**src/rtl/hex2ascii_pkg.sv**
```systemverilog
// rtl/hex2ascii_pkg.sv - shared FSM states, ASCII constants and nibble conversion for hex2ascii_stream
`timescale 1ns/1ps
package hex2ascii_pkg;

  typedef enum logic [2:0] {
    ST_IDLE,
    ST_PFX0,
    ST_PFX1,
    ST_DIGIT,
    ST_TERM
  } state_t;

  localparam logic [7:0] ASCII_0  = 8'h30;
  localparam logic [7:0] ASCII_X  = 8'h78;
  localparam logic [7:0] ASCII_LF = 8'h0A;

  // Digits map from '0'; letters map from 'A' or 'a' minus ten.
  function automatic logic [7:0] nib2char(input logic [3:0] nibble, input logic lower);
    logic [7:0] w_n;
    w_n = {4'h0, nibble};
    if (nibble < 4'd10) return ASCII_0 + w_n;
    return (lower ? 8'h61 : 8'h41) + (w_n - 8'd10);
  endfunction

endpackage

```
**src/rtl/hex2ascii_stream.sv**
```systemverilog
// rtl/hex2ascii_stream.sv - streams a captured word as ASCII hex, optional "0x" prefix and LF terminator
`timescale 1ns/1ps
module hex2ascii_stream
  import hex2ascii_pkg::*;
#(
  parameter int WIDTH     = 32,
  parameter int PREFIX_EN = 1,
  parameter int TERM_EN   = 1
) (
  input  logic             clk,
  input  logic             nrst,
  input  logic             in_valid,
  output logic             in_ready,
  input  logic [WIDTH-1:0] in_data,
  input  logic             in_lower,
  output logic             out_valid,
  input  logic             out_ready,
  output logic [7:0]       out_char,
  output logic             out_last
);

  localparam int NIB = WIDTH / 4;
  localparam int IW  = (NIB > 1) ? $clog2(NIB) : 1;
  localparam logic [IW-1:0] IDX_TOP = IW'(NIB - 1);
  localparam bit DIGIT_LAST = (TERM_EN == 0);

  if ((WIDTH % 4) != 0 || WIDTH < 4 || WIDTH > 64) begin : g_bad_width
    $error("hex2ascii_stream: illegal WIDTH %0d", WIDTH);
  end

  state_t           r_state, w_state_nxt;
  logic [WIDTH-1:0] r_data, w_data_nxt;
  logic             r_lower, w_lower_nxt;
  logic [IW-1:0]    r_idx, w_idx_nxt;
  logic [7:0]       r_char, w_char_nxt;
  logic             r_last, w_last_nxt;
  logic             w_xfer;

  function automatic logic [3:0] nib_at(input logic [WIDTH-1:0] d, input logic [IW-1:0] i);
    logic [WIDTH-1:0] w_s;
    w_s = d >> {i, 2'b00};
    return w_s[3:0];
  endfunction

  assign in_ready  = (r_state == ST_IDLE);
  assign out_valid = (r_state != ST_IDLE);
  assign out_char  = r_char;
  assign out_last  = r_last;
  assign w_xfer    = out_valid && out_ready;

  always_ff @(posedge clk or negedge nrst) begin
    if (!nrst) begin
      r_state <= ST_IDLE;
      r_data  <= '0;
      r_lower <= 1'b0;
      r_idx   <= '0;
      r_char  <= 8'h00;
      r_last  <= 1'b0;
    end else begin
      r_state <= w_state_nxt;
      r_data  <= w_data_nxt;
      r_lower <= w_lower_nxt;
      r_idx   <= w_idx_nxt;
      r_char  <= w_char_nxt;
      r_last  <= w_last_nxt;
    end
  end

  // The character register is loaded with the next character on the edge that
  // enters a state, so out_char is already valid when the state shows it.
  always_comb begin
    w_state_nxt = r_state;
    w_data_nxt  = r_data;
    w_lower_nxt = r_lower;
    w_idx_nxt   = r_idx;
    w_char_nxt  = r_char;
    w_last_nxt  = r_last;
    case (r_state)
      ST_IDLE: begin
        if (in_valid) begin
          w_data_nxt  = in_data;
          w_lower_nxt = in_lower;
          w_idx_nxt   = IDX_TOP;
          if (PREFIX_EN != 0) begin
            w_state_nxt = ST_PFX0;
            w_char_nxt  = ASCII_0;
            w_last_nxt  = 1'b0;
          end else begin
            w_state_nxt = ST_DIGIT;
            w_char_nxt  = nib2char(nib_at(in_data, IDX_TOP), in_lower);
            w_last_nxt  = DIGIT_LAST && (NIB == 1);
          end
        end
      end
      ST_PFX0: begin
        if (w_xfer) begin
          w_state_nxt = ST_PFX1;
          w_char_nxt  = ASCII_X;
        end
      end
      ST_PFX1: begin
        if (w_xfer) begin
          w_state_nxt = ST_DIGIT;
          w_char_nxt  = nib2char(nib_at(r_data, IDX_TOP), r_lower);
          w_last_nxt  = DIGIT_LAST && (NIB == 1);
        end
      end
      ST_DIGIT: begin
        if (w_xfer) begin
          if (r_idx == '0) begin
            if (TERM_EN != 0) begin
              w_state_nxt = ST_TERM;
              w_char_nxt  = ASCII_LF;
              w_last_nxt  = 1'b1;
            end else begin
              w_state_nxt = ST_IDLE;
              w_char_nxt  = 8'h00;
              w_last_nxt  = 1'b0;
            end
          end else begin
            w_idx_nxt  = r_idx - 1'b1;
            w_char_nxt = nib2char(nib_at(r_data, r_idx - 1'b1), r_lower);
            w_last_nxt = DIGIT_LAST && (r_idx == IW'(1));
          end
        end
      end
      ST_TERM: begin
        if (w_xfer) begin
          w_state_nxt = ST_IDLE;
          w_char_nxt  = 8'h00;
          w_last_nxt  = 1'b0;
        end
      end
      default: begin
        w_state_nxt = ST_IDLE;
      end
    endcase
  end

endmodule

```
**config.mk**
```make
export PLATFORM = sky130hd
export DESIGN_NAME = hex2ascii_stream
export DESIGN_NICKNAME = d
export VERILOG_FILES = /design/src/rtl/hex2ascii_pkg.sv /design/src/rtl/hex2ascii_stream.sv
export SDC_FILE = /design/constraint.sdc
export NUM_CORES = 1
export LEC_CHECK = 0
export ABC_AREA = 1
export BUFFER_PORTS_ARGS = -buffer_cell sky130_fd_sc_hd__buf_2
export CAP_MARGIN = 0
export CORE_ASPECT_RATIO = 0.6
export CORE_MARGIN = 1
export CORE_UTILIZATION = 58
export CTS_BUF_LIST = sky130_fd_sc_hd__clkbuf_4 sky130_fd_sc_hd__clkbuf_8
export DETAILED_ROUTE_END_ITERATION = 8
export PLACE_DENSITY = 0.88
export SYNTH_ARGS = -nofsm -noshare
export SYNTH_HDL_FRONTEND = slang
export SYNTH_SLANG_ARGS = --single-unit
```
**constraint.sdc**
```tcl
create_clock -name clk -period 2.8 [get_ports clk]
set_input_delay 0.42 -clock clk [delete_from_list [all_inputs] [get_ports clk]]
set_output_delay 0.42 -clock clk [all_outputs]
set_load 0.05 [all_outputs]
```
==> impl_metrics.json <==
{
  "hold_class": "in -> async",
  "finalHoldViolCount": 0,
  "ant_nets": 0,
  "gp_congestion": 0.9178,
  "vias_per_cell": 5.234,
  "crit_path_max_fanout": 7,
  "netlist_instances": 394,
  "cts-resized-gates": 0,
  "outcome": "complete, no violations",
  "htreeDepth": 2,
  "ir_drop_mv": 1.010,
  "layout-drive-gt1-share_pct": 17.91,
  "chipHeight_microns": 56.36,
  "rows": 19,
  "final.setup_skew_ps": 3.173,
  "worstPathArrival_ps": 2800,
  "final_util_pct": 70.57,
  "cts_buffers": 5,
  "p_leak_uw": 0.001771,
  "core_sq_um": 4659,
  "timing.critical_path.from_type": "flop",
  "max_cap_violations": 0,
  "root_buffer": "clkbuf_8",
  "max_freq_mhz": 382.9,
  "first_global_vias": 2442,
  "dr.pass1.iters": 6,
  "p_per_area_nw_per_um2": 1346,
  "rsz0062_at_grt": "no",
  "die-area_sq_um": 5219,
  "port_buffers": 47,
  "worstSkewPairLatency_ps": 300,
  "num_vias": 2638,
  "hpwl_microns": 4742,
  "drcViolationCount": 0,
  "cts_hold_buf": 0,
  "report.final.slew_viol_count": 0,
  "grt_use_total_pct": 27.11,
  "cp.required_ps": 2990,
  "relSlewSlack_pct": 31.15,
  "timing_worst_setup_path_type": "reg -> reg",
  "setup_violations": 0,
  "grt_overflow": 0,
  "routed_wl_microns": 6425,
  "cts_setup_buffers": 0,
  "worst_pin_slew_ps": 1033,
  "fin_nets": 491,
  "cts_tree": "done",
  "crit_path_end_kind": "flop",
  "synth_warnings": 0,
  "syn_area_sq_um": 2856,
  "syn_avg_cell_area_sq_um": 7.250,
  "wl_per_cell_microns": 12.75,
  "io_pins": 48,
  "antenna_cells": 0,
  "ys_ff_latch": 48,
  "cts_buffer_depth": 2,
  "seq_area_frac_synth_pct": 42.05,
  "floorplan.initialDensity_pct": 61.31,
  "area_growth_pct": 15.11,
  "cts.clk_slew.worst_paths_ps": 90,
  "grt_max_degree": 49,
  "synth_cell_types": 32,
  "syn_nets": 444,
  "die_w_microns": 92.60,
  "tns_ps": 0,
  "grt_pass1_wl_microns": 11040,
  "period_needed_ps": 2612,
  "clock-sinks": 48,
  "drt_iter0_drc": 180,
  "fin_crit_sh_pct": 93.28,
  "antenna_found_initial": 0
}
## cells in the final DEF, fill, tap and decap left out, drive strengths merged, types with 5 or more instances in the layout
cell type / instances
nand2: 138
inv: 55
buf: 51
dfrtp: 48
o21ai: 40
nor2: 30
nand3: 22
a21oi: 17
ha: 13
clkbuf: 5
## through the flow
| stage | hold slack [ps] | area [sq um] | std cells | worst slack [ps] | total power [uW] |
|---|---|---|---|---|---|
| floorplan | 124.4 | 2856 | 394 | 388.5 | 3216 |
| global placement | 464.1 | 3152 | 497 | 428.1 | 3699 |
| detailed placement | 470.8 | 3152 | 497 | 276.9 | 3796 |
| CTS | 313.8 | 3281 | 504 | 242.4 | 4400 |
| global route | 314.3 | 3288 | 504 | 5.997 | 4844 |
| finish | 301.6 | 3288 | 504 | 188.0 | 4426 |
## sequential cells by signal (all words and copies together), names as in the netlist
signal    flops
out_char      8
out_last      1
r_data       32
r_idx         3
r_lower       1
r_state       3
## cells by family after synthesis
logic type,after synthesis,synth area share (%)
flip-flops,48,42.05
adder cells (fa/ha/maj),13,5.694
AO/OA/AOI/OAI,65,12.75
buffers and inverters,67,9.505
AND/OR/NAND/NOR,195,28.16
XOR/XNOR,6,1.840
## per-layer routing
metal | part of all wire [%] | GRT usage, %
met5 | 0 | 0
met4 | 0.54 | 4.688
met3 | 7.2 | 4.743
met2 | 41 | 39.89
met1 | 51 | 42.21
## synth_stat cells (all sizes together)
library cell / n / area share [%]
nand2: 138 / 18
inv: 55 / 7.2
dfrtp: 48 / 42
o21ai: 40 / 7.3
nor2: 30 / 4.7
nand3: 22 / 3.9
a21oi: 17 / 3.5
ha: 13 / 5.7
buf: 7 / 1.6
clkbuf: 4 / 0.53
o22ai: 3 / 0.66
xnor2: 3 / 0.92
xor2: 3 / 0.92
a22oi: 2 / 0.53
nand4: 2 / 0.44
a211oi: 1 / 0.26
clkinv: 1 / 0.13
nand3b: 1 / 0.26
nor3: 1 / 0.18
o211ai: 1 / 0.26
o21bai: 1 / 0.26
or2: 1 / 0.22
## power by group
part	total [uW]	switching (uW)	internal, uW	leakage, uW
logic	2670	1790	883	0.00112
registers	1180	174	1000	0.000589
clock network	576	225	351	0.0000642
## area by class of cell
cell class / instances / area [sq um]
Clock buffer: 5 / 68.82
Tap cell: 63 / 78.83
Multi-Input combinational cell: 279 / 1391
Clock inverter: 2 / 60.06
Timing Repair Buffer: 51 / 277.8
Inverter: 56 / 210.2
Fill cell: 420 / 1371
Sequential cell: 48 / 1201
## worst max-delay path: stages, from the launching register on
cell and delay (ps):
dfrtp_1 400, inv_2 120, ha_1 240, xor2_1 340, nand3_1 130, nand2_1 160, ha_1 160, inv_1 40
ha_1 260, inv_1 60, nor3_1 210, inv_1 80, nand2_1 90, nand3_1 90, nand2_1 70, a21oi_1 60
## worst paths after layout
| path | startpoint | to | slack, ps | cells past startpoint |
|---|---|---|---|---|
| min in group clk | in_data[11] | r_data[11] | 310 | 3 |
| max in group asynchronous | nrst | r_data[3] | 1870 | 1 |
| worst min-delay path | nrst | r_data[21] | 300 | 1 |
| worst max register to register | r_idx[0] | out_char[4] | 190 | 15 |
| worst max-delay path | r_idx[0] | out_char[4] | 190 | 15 |
| worst min register to register | out_char[3] | out_char[3] | 490 | 2 |
Power figures use the tool's default switching activity.
